**config.mk**
```make
export PLATFORM = sky130hd
export DESIGN_NAME = mem_port_arbiter
export DESIGN_NICKNAME = d
export VERILOG_FILES = /design/src/rtl/mem_port_arbiter_pkg.sv /design/src/rtl/ll_reservation.sv /design/src/rtl/mem_port_arbiter.sv
export SDC_FILE = /design/constraint.sdc
export NUM_CORES = 1
export LEC_CHECK = 0
export ABC_CLOCK_PERIOD_IN_PS = 4100
export CAP_MARGIN = 5
export CORE_MARGIN = 5
export CORE_UTILIZATION = 43
export DETAILED_ROUTE_END_ITERATION = 8
export HOLD_SLACK_MARGIN = 0.06
export PLACE_DENSITY_LB_ADDON = 0.2
export SYNTH_ARGS = -nofsm -noshare
export SYNTH_HDL_FRONTEND = slang
export SYNTH_SLANG_ARGS = --single-unit
```
**constraint.sdc**
```tcl
create_clock -name clk -period 4.1 [get_ports clk]
set_input_delay 0.615 -clock clk [delete_from_list [all_inputs] [get_ports clk]]
set_output_delay 0.615 -clock clk [all_outputs]
set_load 0.01 [all_outputs]
```
**src/rtl/mem_port_arbiter_pkg.sv**
```systemverilog
// Shared encodings and defaults for the IF/DM memory-port arbiter.
// The state encoding is fixed so that external checkers can decode the state register.
package mem_port_arbiter_pkg;

    typedef enum logic [2:0] {
        ST_IDLE    = 3'd0,
        ST_BUSY_I  = 3'd1,
        ST_BUSY_D  = 3'd2,
        ST_SC_FAIL = 3'd3,
        ST_RESP    = 3'd4
    } arb_state_e;

    typedef enum logic {
        OWN_I = 1'b0,
        OWN_D = 1'b1
    } arb_owner_e;

    localparam int STARVE_MAX_DEF = 4;
    localparam int STREAK_W_DEF   = 3;

    // The memory is word addressed; the byte offset is carried by the byte enables.
    function automatic logic [31:0] word_addr(input logic [31:0] byte_addr);
        return {byte_addr[31:2], 2'b00};
    endfunction

endpackage

```
**src/rtl/ll_reservation.sv**
```systemverilog
// LL/SC reservation bit. An SC or a plain store completing kills the reservation;
// an LL completing sets it. Only one of these can complete in a given cycle.
module ll_reservation (
    input  logic clk,
    input  logic rst_n,
    input  logic ll_done,
    input  logic sc_done,
    input  logic st_done,
    output logic llbit
);

    logic llbit_q;
    logic llbit_d;

    always_comb begin
        llbit_d = llbit_q;
        if (sc_done || st_done) begin
            llbit_d = 1'b0;
        end else if (ll_done) begin
            llbit_d = 1'b1;
        end
    end

    always_ff @(posedge clk or negedge rst_n) begin
        if (!rst_n) begin
            llbit_q <= 1'b0;
        end else begin
            llbit_q <= llbit_d;
        end
    end

    assign llbit = llbit_q;

endmodule

```
**src/rtl/mem_port_arbiter.sv**
```systemverilog
// Shares one single-ported memory between instruction fetch and data access,
// returns read data to the owner and resolves SC success against the reservation bit.
module mem_port_arbiter
    import mem_port_arbiter_pkg::*;
#(
    parameter int STARVE_MAX = STARVE_MAX_DEF,
    parameter int STREAK_W   = STREAK_W_DEF
) (
    input  logic        clk,
    input  logic        rst_n,
    input  logic        if_req,
    input  logic [31:0] if_addr,
    output logic [31:0] if_rdata,
    output logic        if_valid,
    input  logic        dm_req,
    input  logic        dm_we,
    input  logic [3:0]  dm_be,
    input  logic [31:0] dm_addr,
    input  logic [31:0] dm_wdata,
    input  logic        dm_ll,
    input  logic        dm_sc,
    output logic [31:0] dm_rdata,
    output logic        dm_valid,
    output logic        dm_sc_ok,
    output logic        llbit,
    output logic        mem_req,
    output logic        mem_we,
    output logic [3:0]  mem_be,
    output logic [31:0] mem_addr,
    output logic [31:0] mem_wdata,
    input  logic        mem_ack,
    input  logic [31:0] mem_rdata
);

    // Handshakes: a requester raises *_req with a stable payload and holds both
    // until its one-cycle *_valid pulse; mem_req is held with a stable payload
    // until a one-cycle mem_ack, which carries mem_rdata in the same cycle.

    localparam logic [STREAK_W-1:0] STARVE_CAP = STREAK_W'(STARVE_MAX);

    arb_state_e          state_q,     state_d;
    logic [STREAK_W-1:0] streak_q,    streak_d;
    logic                mem_req_q,   mem_req_d;
    logic                mem_we_q,    mem_we_d;
    logic [3:0]          mem_be_q,    mem_be_d;
    logic [31:0]         mem_addr_q,  mem_addr_d;
    logic [31:0]         mem_wdata_q, mem_wdata_d;
    logic [31:0]         if_rdata_q,  if_rdata_d;
    logic                if_valid_q,  if_valid_d;
    logic [31:0]         dm_rdata_q,  dm_rdata_d;
    logic                dm_valid_q,  dm_valid_d;
    logic                dm_sc_ok_q,  dm_sc_ok_d;
    logic                is_ll_q,     is_ll_d;
    logic                is_sc_q,     is_sc_d;

    logic fetch_wins;
    logic ll_done;
    logic sc_done;
    logic st_done;

    // Data normally wins; fetch only wins when data is idle or fetch is starving.
    assign fetch_wins = if_req && (!dm_req || (streak_q == STARVE_CAP));

    always_comb begin
        state_d     = state_q;
        streak_d    = streak_q;
        mem_req_d   = mem_req_q;
        mem_we_d    = mem_we_q;
        mem_be_d    = mem_be_q;
        mem_addr_d  = mem_addr_q;
        mem_wdata_d = mem_wdata_q;
        if_rdata_d  = if_rdata_q;
        if_valid_d  = 1'b0;
        dm_rdata_d  = dm_rdata_q;
        dm_valid_d  = 1'b0;
        dm_sc_ok_d  = 1'b0;
        is_ll_d     = is_ll_q;
        is_sc_d     = is_sc_q;
        ll_done     = 1'b0;
        sc_done     = 1'b0;
        st_done     = 1'b0;

        unique case (state_q)
            ST_IDLE: begin
                if (!if_req) begin
                    streak_d = '0;
                end
                if (fetch_wins) begin
                    streak_d    = '0;
                    state_d     = ST_BUSY_I;
                    mem_req_d   = 1'b1;
                    mem_we_d    = 1'b0;
                    mem_be_d    = 4'hF;
                    mem_addr_d  = word_addr(if_addr);
                    mem_wdata_d = '0;
                    is_ll_d     = 1'b0;
                    is_sc_d     = 1'b0;
                end else if (dm_req) begin
                    if (if_req && (streak_q != STARVE_CAP)) begin
                        streak_d = streak_q + 1'b1;
                    end
                    is_ll_d = dm_ll;
                    is_sc_d = dm_sc;
                    // An SC without a reservation is answered locally, memory is untouched.
                    if (dm_sc && !llbit) begin
                        state_d = ST_SC_FAIL;
                    end else begin
                        state_d     = ST_BUSY_D;
                        mem_req_d   = 1'b1;
                        mem_we_d    = dm_we;
                        mem_be_d    = dm_be;
                        mem_addr_d  = word_addr(dm_addr);
                        mem_wdata_d = dm_wdata;
                    end
                end
            end
            ST_BUSY_I: begin
                if (mem_ack) begin
                    mem_req_d  = 1'b0;
                    if_rdata_d = mem_rdata;
                    if_valid_d = 1'b1;
                    state_d    = ST_RESP;
                end
            end
            ST_BUSY_D: begin
                if (mem_ack) begin
                    mem_req_d  = 1'b0;
                    dm_rdata_d = mem_rdata;
                    dm_valid_d = 1'b1;
                    dm_sc_ok_d = is_sc_q;
                    ll_done    = is_ll_q && !mem_we_q;
                    sc_done    = is_sc_q;
                    st_done    = mem_we_q && !is_sc_q;
                    state_d    = ST_RESP;
                end
            end
            ST_SC_FAIL: begin
                dm_valid_d = 1'b1;
                dm_sc_ok_d = 1'b0;
                sc_done    = 1'b1;
                state_d    = ST_RESP;
            end
            ST_RESP: begin
                state_d = ST_IDLE;
            end
            default: begin
                state_d = ST_IDLE;
            end
        endcase
    end

    always_ff @(posedge clk or negedge rst_n) begin
        if (!rst_n) begin
            state_q     <= ST_IDLE;
            streak_q    <= '0;
            mem_req_q   <= 1'b0;
            mem_we_q    <= 1'b0;
            mem_be_q    <= 4'h0;
            mem_addr_q  <= 32'h0;
            mem_wdata_q <= 32'h0;
            if_rdata_q  <= 32'h0;
            if_valid_q  <= 1'b0;
            dm_rdata_q  <= 32'h0;
            dm_valid_q  <= 1'b0;
            dm_sc_ok_q  <= 1'b0;
            is_ll_q     <= 1'b0;
            is_sc_q     <= 1'b0;
        end else begin
            state_q     <= state_d;
            streak_q    <= streak_d;
            mem_req_q   <= mem_req_d;
            mem_we_q    <= mem_we_d;
            mem_be_q    <= mem_be_d;
            mem_addr_q  <= mem_addr_d;
            mem_wdata_q <= mem_wdata_d;
            if_rdata_q  <= if_rdata_d;
            if_valid_q  <= if_valid_d;
            dm_rdata_q  <= dm_rdata_d;
            dm_valid_q  <= dm_valid_d;
            dm_sc_ok_q  <= dm_sc_ok_d;
            is_ll_q     <= is_ll_d;
            is_sc_q     <= is_sc_d;
        end
    end

    ll_reservation u_ll_reservation (
        .clk     (clk),
        .rst_n   (rst_n),
        .ll_done (ll_done),
        .sc_done (sc_done),
        .st_done (st_done),
        .llbit   (llbit)
    );

    assign mem_req   = mem_req_q;
    assign mem_we    = mem_we_q;
    assign mem_be    = mem_be_q;
    assign mem_addr  = mem_addr_q;
    assign mem_wdata = mem_wdata_q;
    assign if_rdata  = if_rdata_q;
    assign if_valid  = if_valid_q;
    assign dm_rdata  = dm_rdata_q;
    assign dm_valid  = dm_valid_q;
    assign dm_sc_ok  = dm_sc_ok_q;

endmodule

```
* Yosys cells after proc, flatten, opt, wreduce, memory -nomap -nowiden *
Cells that the tools add are included.

operators by class
  reduce and logical (&&, ||, !) cells = 22
  $add $sub $neg = 1
  multiplexer cells = 42
  equality and inequality tests = 9

operators with widths
  operator                                                                  count
  32-bit 2-to-1 mux                                                         6
  1-bit 2-to-1 mux                                                          22
  3-bit 2-to-1 mux                                                          7
  4-bit 2-to-1 mux                                                          3
  3-bit inequality test (second input constant)                             3
  3-bit case mux with 3 select lines                                        1
  2-bit AND reduction                                                       4
  3-bit by 2-bit == test with 1-bit output (second input constant)          2
  1-bit case mux with 2 select lines                                        3
  2-bit nonzero test                                                        3
  1-bit logical AND                                                         5
  1-bit zero test                                                           4
  4-bit AND reduction                                                       1
  3-bit by 1-bit adder with 3-bit output (second input constant)            1
  3-bit by 1-bit == test with 1-bit output (second input constant)          1
  3-bit == test (second input constant)                                     1
  3-bit zero test                                                           1
  3-bit AND reduction                                                       1
  1-bit logical OR                                                          2
  2-bit by 1-bit inequality test with 1-bit output (second input constant)  1
  2-bit inequality test (second input constant)                             1
  2-bit OR reduction                                                        1

storage, ports and cells
  flip-flop bits (word level) = 146
  bits of input ports = 140

* Logic depth before layout (Yosys ltp) *
Gate-level depths: netlist of the first run.

  depth in word-level cells = 6
  mapped depth = 8
  gate-level depth less buffers = 6

* Hierarchy *
From an unflattened synthesis of the first run, not the netlist that was laid out.

unflattened totals
  cell total of the unflattened synthesis = 385
  area, all modules = 6,038.3 um^2

modules (own cells, without submodules)
  module            cells an instance  seq. area each (um^2)  area each (um^2)  times used
  mem_port_arbiter  382                3,578.4                5,999.5           1
  ll_reservation    3                  25.0                   38.8              1

* Least setup slack after synthesis of the first run *
OpenSTA, ideal clock, no wires.

  kind = input-to-reg
  from = input if_req
  to = register mem_addr_q[25] (netlist: mem_addr[25])
  path buffers = 2
  stages on the path = 6
  library setup time = 0.078 ns
  arrival = 1.683 ns
  slack = 2.339 ns
  required time = 4.022 ns
  cells stage by stage = clkbuf_1 > nand3_1 > nand4_1 > clkbuf_1 > o22ai_1 > a21oi_1

between the ends
  word-level cells in the longest chain between the ends = 3
  elaborated cells on any way between the ends = 5
  classes of those cells = 1 x eq/ne; 1 x mux; 3 x reduce/logical

RTL lines
  element                                                                line                     source
  from (decl)                                                            mem_port_arbiter.sv:11   input logic if_req,
  1-bit logical AND *                                                    mem_port_arbiter.sv:62   assign fetch_wins = if_req && (!dm_req || (streak_q == STARVE_CAP));
  2-bit inequality test (no line) or 2-bit nonzero test (tied branches)  --
  3-bit AND reduction (no line)                                          --
  to (signal assigned)                                                   mem_port_arbiter.sv:174  mem_addr_q <= mem_addr_d;
  to (decl)                                                              mem_port_arbiter.sv:46   logic [31:0] mem_addr_q, mem_addr_d;

Mark *: on every way between the ends. The rest lies on a longest branch, timed or not.
A chain may end at the register's enable or synchronous reset.

* Worst setup path in the final report of the first run *
  from = input dm_req
  to = register mem_wdata_q[9] (netlist: mem_wdata[9])

between the ends
  word-level cells in the longest chain between the ends = 5
  elaborated cells on any way between the ends = 7
  classes of those cells = 1 x eq/ne; 1 x mux; 5 x reduce/logical

RTL lines
  element                                                                line                     source
  from (decl)                                                            mem_port_arbiter.sv:15   input logic dm_req,
  1-bit zero test                                                        mem_port_arbiter.sv:62
  1-bit logical OR                                                       mem_port_arbiter.sv:62
  1-bit logical AND                                                      mem_port_arbiter.sv:62
  2-bit inequality test (no line) or 2-bit nonzero test (tied branches)  --
  3-bit AND reduction (no line)                                          --
  to (signal assigned)                                                   mem_port_arbiter.sv:175  mem_wdata_q <= mem_wdata_d;
  to (decl)                                                              mem_port_arbiter.sv:47   logic [31:0] mem_wdata_q, mem_wdata_d;

Parallel ways exist; a longest one is shown, timed or not.

==> impl_metrics.py, run 1 <==
metrics = {
    "outcome": {
        "status": "complete, no violations",
    },
    "synthesis": {
        "synth-xor-area-share_pct": 0.1532,
        "synth-edff-count": 0,
        "synthSimpleGateAreaFrac_pct": 3.392,
        "synth_seq_area_share_pct": 63.03,
        "synthDistinctLibCells": 38,
        "ys_ff_latch": 144,
        "synth_compound_area_share_pct": 13.85,
        "async_flop_share_pct": 100.0,
        "synth_ff_type": "dfrtp_1",
        "synth-adder-area-share_pct": 0.4377,
        "synth_mux_area_share_pct": 12.78,
        "ys_warn_count": 0,
        "syn_area_um2": 5717,
        "synth_top_family_by_area": "compound AO/OA/AOI/OAI gates",
        "avgSynthCellArea_um2": 13.36,
        "postSynthCellCount": 428,
    },
    "clocking": {
        "cts.repair.resized": 0,
        "cts_made_buffers": 17,
        "cts-root-buf": "clkbuf_16",
        "cts.sink_count": 144,
        "insertion_delay_ns": 0.41,
        "ctsHoldBuffers": 0,
        "tritoncts": "yes",
        "path_clk_slew_ns": 0.06,
        "h-tree-depth": 4,
        "cts_setup_buffers": 0,
        "clk_path_buf_depth": 2,
    },
    "timing": {
        "period_share_pct": 57.68,
        "fin_tns_setup_ns": 0,
        "drv_slew": 0,
        "rsz0062_at_grt": "no",
        "setup_viol": 0,
        "worst_pin_slew_ns": 1.068,
        "finClkSkew_ns": 0.006111,
        "period_minus_slack_ns": 2.365,
        "hold_viol": 0,
        "fmax_mhz": 422.9,
        "slew_headroom_pct": 28.80,
    },
    "placed_design": {
        "placed_cells": 852,
        "io_buffers": 271,
        "dp_hpwl_um": 12060,
        "place_congestion": 0.8940,
    },
    "power": {
        "p_total_uw": 7400,
        "cellPowerDensity_nw_per_um2": 808.4,
        "leakage_uw": 0.003948,
        "ir_drop_mv": 0.5348,
    },
    "critical_path": {
        "crit_required_ns": 4.44,
        "r2r-end": "mem_addr[31]",
        "critPathLaunch": "dm_req",
        "cp-endpoint": "mem_wdata[9]",
        "critPathArrivalTime_ns": 2.71,
        "crit_type": "in2reg",
        "crit_path_max_fanout": 48,
        "r2r_cells": 5,
        "timing.reg2reg.setup_slack_ns": 1.74,
        "reg2reg_from": "state_q[0]",
        "start_kind": "primary input",
        "crit_path_end_kind": "register",
    },
    "drt": {
        "firstDrtPassIters": 4,
        "wl_met3_um": 1623,
        "drt-initial-drc-count": 226,
        "wirelength_um": 16610,
        "post_drt_wl_per_cell_um": 18.78,
        "ant_nets": 0,
        "via_per_inst": 5.058,
        "top_layer": "met4",
        "met1_length_um": 6526,
        "vias": 4471,
        "dr_wl_met2_um": 8075,
        "drc_errors": 0,
    },
    "min_path": {
        "holdCritPathClass": "in2async",
    },
    "flow_run": {
        "maxCapViolations": 0,
    },
    "global_route": {
        "antenna_found_initial": 0,
        "grt_max_degree": 122,
        "grt_pass1_wl_um": 26620,
        "grt_pass1_vias": 4906,
        "track_usage_pct": 21.61,
        "grt-ovfl-total": 0,
    },
    "finish": {
        "mostFrequentLayoutCells": "clkdlybuf4s50_1, dfrtp_1, mux2_2, inv_1, a21oi_1",
        "layout_commonest_cell": "clkdlybuf4s50_1",
        "drive_gt1_share_pct": 15.40,
        "finalNonFillerCells": 884,
        "fin_nets": 837,
        "area_delta_synth_final_pct": 60.12,
        "finish.utilization_pct": 69.68,
        "diodes": 0,
    },
    "floorplan": {
        "die_y_um": 125.3,
        "fp.dieArea_um2": 15700,
        "num_rows": 42,
        "core-area_um2": 13140,
        "ios": 278,
        "dieWidth_um": 125.3,
        "initial_utilization_pct": 43.51,
    },
}
## routing by layer
metal	up-vias	GRT usage [%]
li1	2072	-
met1	2156	24.90
met2	215	35.59
met3	28	10.02
met4	0	7.717
met5	-	0
## how the worst min path moves through the flow
stage | startpoint | end | cells past startpoint | slack (ns)
finish | rst_n | if_rdata[23] | 1 | 0.36
global route | rst_n | if_rdata[23] | 1 | 0.44
CTS | rst_n | if_rdata[23] | 1 | 0.42
detailed placement | mem_be[3] | mem_be[3] | 1 | 0.48
global placement | mem_be[3] | mem_be[3] | 1 | 0.47
floorplan | rst_n | dm_rdata[0] | 0 | 0.32
## where the power goes
part,switching [µW],internal [µW],total (µW)
clock network,572,1150,1720
logic,1340,1840,3180
registers,392,2100,2500
total,2310,5090,7400
## metrics by stage
step	worst slack [ns]	cell area, µm²	hold slack (ns)
2_1_floorplan	2.339	5720	0.3194
3_3_place_gp	1.326	8487	0.4729
3_5_place_dp	1.283	8487	0.4771
4_1_cts	1.725	9154	0.4234
5_1_grt	1.532	9154	0.4366
6_report	1.735	9154	0.3587
## synthesized netlist by cell type (all sizes together), types with 2 or more instances
cell type	count	area, µm²
o22ai	31	193.9
inv	35	131.4
dfrtp	144	3603
buf	25	205.2
o22a	4	35.03
a22o	33	289.0
nor2	5	18.77
nand3	2	10.01
a21oi	35	175.2
nor3	4	47.54
mux2	64	720.7
nand2	8	30.03
ha	2	25.02
nand2b	3	18.77
nand4	3	18.77
o21ai	7	35.03
clkbuf	6	22.52
## state kept, by name (all words and copies together) (netlist names), 3 cells and up
register and count:
dm_rdata 32, if_rdata 32, mem_addr 30, mem_be 4
mem_wdata 32, state_q 3, streak_q 3
## worst max-delay path, cell delays in order
cell and delay [ns]:
clkdlybuf4s50_1 0.62, a21bo_2 0.28, nand2_1 0.09, a21o_2 0.34
buf_4 0.50, a22o_1 0.22
## cell families (layout without fill, tap and decap cells)
group / Yosys count / count (layout)
other: 1 / 2
XOR/XNOR: 1 / 1
multiplexers: 65 / 65
buffers and inverters: 66 / 345
AO/OA/AOI/OAI: 118 / 118
adder cells (fa/ha/maj): 2 / 2
flip-flops: 144 / 144
AND/OR/NAND/NOR: 31 / 31
## layout make-up
| type | instances | area, µm² |
|---|---|---|
| clock buffer | 24 | 491.7 |
| clock inverter | 8 | 175.2 |
| fill | 940 | 3984 |
| inverter | 35 | 131.4 |
| multi-input combinational | 219 | 1765 |
| sequential | 144 | 3603 |
| tap | 176 | 220.2 |
| timing repair buffer | 278 | 2766 |
Power figures use the tool's default switching activity.
==> run 2, diff against run 1 <==
--- a/config.mk
+++ b/config.mk
@@ -5,10 +5,10 @@
 export SDC_FILE = /design/constraint.sdc
 export NUM_CORES = 1
 export LEC_CHECK = 0
-export ABC_CLOCK_PERIOD_IN_PS = 4100
+export ABC_CLOCK_PERIOD_IN_PS = 2350
 export CAP_MARGIN = 5
 export CORE_MARGIN = 5
-export CORE_UTILIZATION = 43
+export CORE_UTILIZATION = 41
 export DETAILED_ROUTE_END_ITERATION = 8
 export HOLD_SLACK_MARGIN = 0.06
 export PLACE_DENSITY_LB_ADDON = 0.2
==> constraint.sdc (replaced) <==
create_clock -name clk -period 2.35 [get_ports clk]
set_input_delay 0.3525 -clock clk [delete_from_list [all_inputs] [get_ports clk]]
set_output_delay 0.3525 -clock clk [all_outputs]
set_load 0.01 [all_outputs]
==> run 2 against run 1 <==
Global-route usage shrank 2.1 points. Critical path type is now reg2reg. Sequential cell count did not move. Final cell count is 1.1% higher. Register-to-register slack lost 1.2 ns. Die area rose by 4.5%. Utilization is 2.5 points lower. Sequential share of layout area decreased by 0.43 points. Critical endpoint is now mem_wdata[20].
==> impl_metrics.py, run 2 (synthesis results as in run 1) <==
metrics = {
    "clocking": {
        "tritoncts": "yes",
        "h-tree-depth": 4,
        "cts_made_buffers": 17,
        "clk_path_buf_depth": 2,
        "cts_setup_buffers": 0,
        "insertion_delay_ns": 0.41,
        "path_clk_slew_ns": 0.06,
        "cts-root-buf": "clkbuf_16",
        "cts.sink_count": 144,
    },
    "finish": {
        "diodes": 0,
        "mostFrequentLayoutCells": "clkdlybuf4s50_1, dfrtp_1, mux2_2, inv_1, a21oi_1",
        "drive_gt1_share_pct": 16.25,
        "layout_commonest_cell": "clkdlybuf4s50_1",
        "fin_nets": 843,
        "area_delta_synth_final_pct": 61.90,
        "finish.utilization_pct": 67.20,
        "design_area_um2": 9255,
    },
    "timing": {
        "fmax_mhz": 554.7,
        "period_minus_slack_ns": 1.803,
        "postLayoutSetupSlackWorst_ns": 0.5474,
        "slew_headroom_pct": 61.21,
        "rsz0062_at_grt": "no",
        "period_share_pct": 76.71,
        "worst_pin_slew_ns": 0.5819,
        "finClkSkew_ns": 0.005489,
        "fin_tns_setup_ns": 0,
        "setup_viol": 0,
        "drv_slew": 0,
        "hold_viol": 0,
    },
    "placed_design": {
        "place_congestion": 0.8556,
        "postPlaceCellArea_um2": 8592,
        "io_buffers": 271,
        "dp_hpwl_um": 11800,
        "dp_slack_ns": 0.2609,
    },
    "power": {
        "leakage_uw": 0.003991,
        "swShare_pct": 31.04,
        "p_total_uw": 12880,
        "power.internal_uw": 8879,
        "cellPowerDensity_nw_per_um2": 1391,
        "ir_drop_mv": 0.7955,
        "clockPowerShare_pct": 22.6,
        "switchingPower_uw": 3997,
        "pwr-share-comb_pct": 43.6,
        "sequentialPowerShare_pct": 33.8,
    },
    "flow_run": {
        "maxCapViolations": 0,
    },
    "floorplan": {
        "core-area_um2": 13770,
        "num_rows": 43,
        "fp.dieArea_um2": 16400,
        "die_y_um": 128.1,
        "initial_utilization_pct": 41.51,
        "ios": 278,
        "dieWidth_um": 128.1,
    },
    "critical_path": {
        "crit_required_ns": 2.69,
        "start_kind": "register",
        "crit_path_end_kind": "register",
        "crit_type": "reg2reg",
        "critPathArrivalTime_ns": 2.15,
        "crit_path_max_fanout": 33,
    },
    "drt": {
        "via_per_inst": 4.970,
        "vias": 4443,
        "firstDrtPassIters": 4,
        "post_drt_wl_per_cell_um": 17.75,
        "drc_errors": 0,
        "drt-initial-drc-count": 234,
        "wirelength_um": 15870,
        "ant_nets": 0,
    },
    "outcome": {
        "status": "complete, no violations",
    },
    "global_route": {
        "grt_pass1_wl_um": 25180,
        "grt-ovfl-total": 0,
        "grt_max_degree": 64,
        "track_usage_pct": 19.54,
        "grt_pass1_vias": 4733,
        "antenna_found_initial": 0,
    },
    "min_path": {
        "holdCritPathClass": "in2async",
    },
}
[run 2: cell types whose count changed in the layout (fill, tap and decap cells not counted)]
cell	previous run	this run
clkinv_4	2	3
inv_6	0	1
clkinvlp_4	1	2
dlygate4sd3_1	0	1
clkbuf_1	3	1
clkinv_2	0	2
buf_12	0	5
clkbuf_8	4	1
[run 2: cell type report]
| cell class | instances | area, µm² |
|---|---|---|
| Tap cell | 180 | 225.2 |
| Clock inverter | 13 | 210.2 |
| Multi-Input combinational cell | 219 | 1765 |
| Inverter | 35 | 131.4 |
| Sequential cell | 144 | 3603 |
| Fill cell | 1019 | 4518 |
| Clock buffer | 19 | 442.9 |
| Timing Repair Buffer | 284 | 2877 |
[run 2: final timing paths]
| path | start | endpoint | slack [ns] | depth (start not counted) |
|---|---|---|---|---|
| min in group clk | mem_be[2] | mem_be[2] | 0.49 | 1 |
| worst min-delay path | rst_n | if_rdata[4] | 0.49 | 2 |
| max in group asynchronous | rst_n | dm_rdata[7] | 1.10 | 3 |
| worst min register to register | mem_be[2] | mem_be[2] | 0.49 | 1 |
| worst max register to register | state_q[0] | mem_wdata[20] | 0.55 | 4 |
| worst max-delay path | state_q[0] | mem_wdata[20] | 0.55 | 4 |
[run 2: layer usage]
metal | share of wire (%) | up-vias | track usage (%)
li1 | - | 2084 | -
met1 | 38 | 2143 | 22.78
met2 | 48 | 198 | 31.55
met3 | 12 | 18 | 9.667
met4 | 1.6 | 0 | 6.492
met5 | 0 | - | 0
[run 2: stage by stage]
| stage | instances | hold WS (ns) |
|---|---|---|
| after floorplan | 429 | 0.05691 |
| after global placement | 861 | 0.3648 |
| after detailed placement | 861 | 0.3779 |
| after CTS | 894 | 0.4924 |
| after global routing | 894 | 0.5095 |
| final | 894 | 0.4882 |
[run 2: worst max-delay path, cell delays in order (launching register included)]
cell     delay [ns]
dfrtp_1        0.51
or3_4          0.47
nor3_4         0.18
buf_4          0.36
a22o_1         0.22
[run 2: what timing repair did]
| action | 4_1_cts | 5_1_grt |
|---|---|---|
| hold endpoints to repair | 60 | 0 |
| hold buffers | 1 | 0 |
| resized for setup | 0 | 0 |
[run 2: power by group through the flow]
stage | sequential (µW) | clock [µW] | combinational, µW
final | 4350 | 2910 | 5610
after global routing | 4520 | 3130 | 6060
after CTS | 4360 | 2990 | 5720
after detailed placement | 4390 | 0 | 5690
after global placement | 4320 | 0 | 5580
after floorplan | 4810 | 0 | 2190
==> run 3, diff against run 2 <==
--- a/config.mk
+++ b/config.mk
@@ -5,7 +5,7 @@
 export SDC_FILE = /design/constraint.sdc
 export NUM_CORES = 1
 export LEC_CHECK = 0
-export ABC_CLOCK_PERIOD_IN_PS = 2350
+export ABC_CLOCK_PERIOD_IN_PS = 1800
 export CAP_MARGIN = 5
 export CORE_MARGIN = 5
 export CORE_UTILIZATION = 41
==> constraint.sdc (replaced) <==
create_clock -name clk -period 1.8 [get_ports clk]
set_input_delay 0.27 -clock clk [delete_from_list [all_inputs] [get_ports clk]]
set_output_delay 0.27 -clock clk [all_outputs]
set_load 0.01 [all_outputs]
==> run 3 against run 2 <==
Routed wire length is 3.6% higher. Die area stayed put. Register-to-register slack worse by 0.43 ns. Via count up 2.1%. Clock skew is 0.0016 ns higher. Total power rose by 32%. Hold slack lost 0.15 ns. Fmax is 7.3% higher. Final cell count rose by 1.1%. Critical endpoint is now mem_wdata[6]. Largest cell class unchanged. Highest routed layer unchanged.
==> impl_metrics.py, run 3 (synthesis results as in run 1) <==
metrics = {
    "outcome": {
        "status": "complete, no violations",
    },
    "timing": {
        "setup_viol": 0,
        "drv_slew": 0,
        "fmax_mhz": 595.0,
        "postLayoutSetupSlackWorst_ns": 0.1193,
        "period_minus_slack_ns": 1.681,
        "finClkSkew_ns": 0.007129,
        "period_share_pct": 93.37,
        "rsz0062_at_grt": "no",
        "hold_viol": 0,
    },
    "global_route": {
        "use_met3_pct": 10.71,
        "grtUsageMet2_pct": 33.67,
        "grt_pass1_vias": 4816,
        "track_usage_pct": 20.14,
        "grt_pass1_wl_um": 25690,
        "grt_most_used_layer": "met2",
        "grtUsageMet1_pct": 22.42,
        "grt-ovfl-total": 0,
        "grt_max_degree": 45,
        "antenna_found_initial": 0,
    },
    "critical_path": {
        "crit_required_ns": 2.10,
        "crit_path_end_kind": "register",
        "cp_num_buf_inv": 2,
        "crit_chain": "inv_1 > ha_1 > a21bo_2 > nand2_1 > a21o_2 > buf_12 > a22o_1",
        "crit_path_max_incr_delay_ns": 0.38,
        "critPathArrivalTime_ns": 1.98,
        "crit_path_max_fanout": 43,
        "start_kind": "register",
        "cp_slowest_cell": "dfrtp_1",
        "crit_type": "reg2reg",
        "crit_family": "compound AO/OA/AOI/OAI gates",
    },
    "flow_run": {
        "maxCapViolations": 0,
    },
    "drt": {
        "drc_errors": 0,
        "drt-initial-drc-count": 244,
        "vias": 4536,
        "wirelength_um": 16430,
        "via_per_inst": 5.018,
        "ant_nets": 0,
        "firstDrtPassIters": 5,
        "post_drt_wl_per_cell_um": 18.18,
    },
    "floorplan": {
        "die_y_um": 128.1,
        "ios": 278,
        "num_rows": 43,
        "dieWidth_um": 128.1,
        "initial_utilization_pct": 41.51,
        "core-area_um2": 13770,
        "fp.dieArea_um2": 16400,
    },
    "clocking": {
        "cts_made_buffers": 17,
        "path_clk_slew_ns": 0.06,
        "insertion_delay_ns": 0.42,
        "clk_path_buf_depth": 2,
        "h-tree-depth": 4,
        "cts-root-buf": "clkbuf_16",
        "tritoncts": "yes",
        "cts.sink_count": 144,
        "cts.repair.resized": 0,
    },
    "placed_design": {
        "postPlaceCellArea_um2": 8697,
        "dp_hpwl_um": 12280,
        "place_congestion": 0.8539,
        "dp_slack_ns": -0.01943,
        "io_buffers": 271,
    },
    "finish": {
        "area_delta_synth_final_pct": 63.58,
        "design_area_um2": 9351,
        "drive_gt1_share_pct": 17.40,
        "fin_nets": 853,
        "num-fill-cells": 1008,
        "diodes": 0,
        "layout_commonest_cell": "clkdlybuf4s50_1",
        "mostFrequentLayoutCells": "clkdlybuf4s50_1, dfrtp_1, mux2_2, inv_1, a21oi_1",
    },
    "power": {
        "leakage_uw": 0.004048,
        "p_total_uw": 16960,
        "ir_drop_mv": 1.297,
        "cellPowerDensity_nw_per_um2": 1813,
    },
    "min_path": {
        "holdCritPathClass": "in2async",
    },
}
[run 3: final timing paths]
| kind | start | endpoint | slack, ns | cells past startpoint |
|---|---|---|---|---|
| max | streak_q[0] | mem_wdata[6] | 0.12 | 7 |
| min | rst_n | if_rdata[4] | 0.34 | 2 |
| max reg2reg | streak_q[0] | mem_wdata[6] | 0.12 | 7 |
| min reg2reg | mem_be[1] | mem_be[1] | 0.49 | 1 |
| max in group asynchronous | rst_n | dm_rdata[16] | 0.84 | 3 |
| min in group clk | if_addr[17] | mem_addr[17] | 0.46 | 3 |
[run 3: area by class of cell]
class	instances	area (µm²)	area share, %
clock buffers	20	456.7	4.884
repair buffers	294	2989	31.96
well taps	180	225.2	2.408
flip-flops and latches	144	3603	38.53
clock inverters	12	180.2	1.927
multi-input cells	219	1765	18.88
inverters	35	131.4	1.405
[run 3: repair_timing]
| item | in CTS | in global routing |
|---|---|---|
| endpoints found under the hold margin | 39 | 0 |
| setup endpoints to repair | 0 | 1 |
| hold buffers | 1 | 0 |
| buffers inserted | 0 | 1 |
[run 3: routing by layer]
layer  wire length, µm  part of all wire, %  up-vias
li1                  -                    -     2094
met2              8168                   50      194
met3              1971                   12       21
met4               241                  1.5        0
met1              6051                   37     2227
met5                 0                    0        -
[run 3: metrics by stage]
stage / hold WS (ns) / cells / util, % / setup TNS [ns]
floorplan: -0.02559 / 429 / - / 0
global placement: 0.2158 / 870 / 63.14 / 0
detailed placement: 0.2257 / 870 / 63.14 / -0.01943
CTS: 0.3419 / 903 / 67.84 / 0
global route: 0.3767 / 904 / 67.90 / 0
finish: 0.3415 / 904 / 67.90 / 0
[run 3: power by group]
group,leakage [µW],internal (µW),switching (µW)
Clock,0.000307,2400,1350
Sequential,0.00172,4800,865
Combinational,0.00202,4430,3120
[run 3: worst register-to-register path, cell delays in order, from the launching register on]
cell,delay (ns)
dfrtp_1,0.38
inv_1,0.10
ha_1,0.22
a21bo_2,0.17
nand2_1,0.07
a21o_2,0.23
buf_12,0.19
a22o_1,0.22
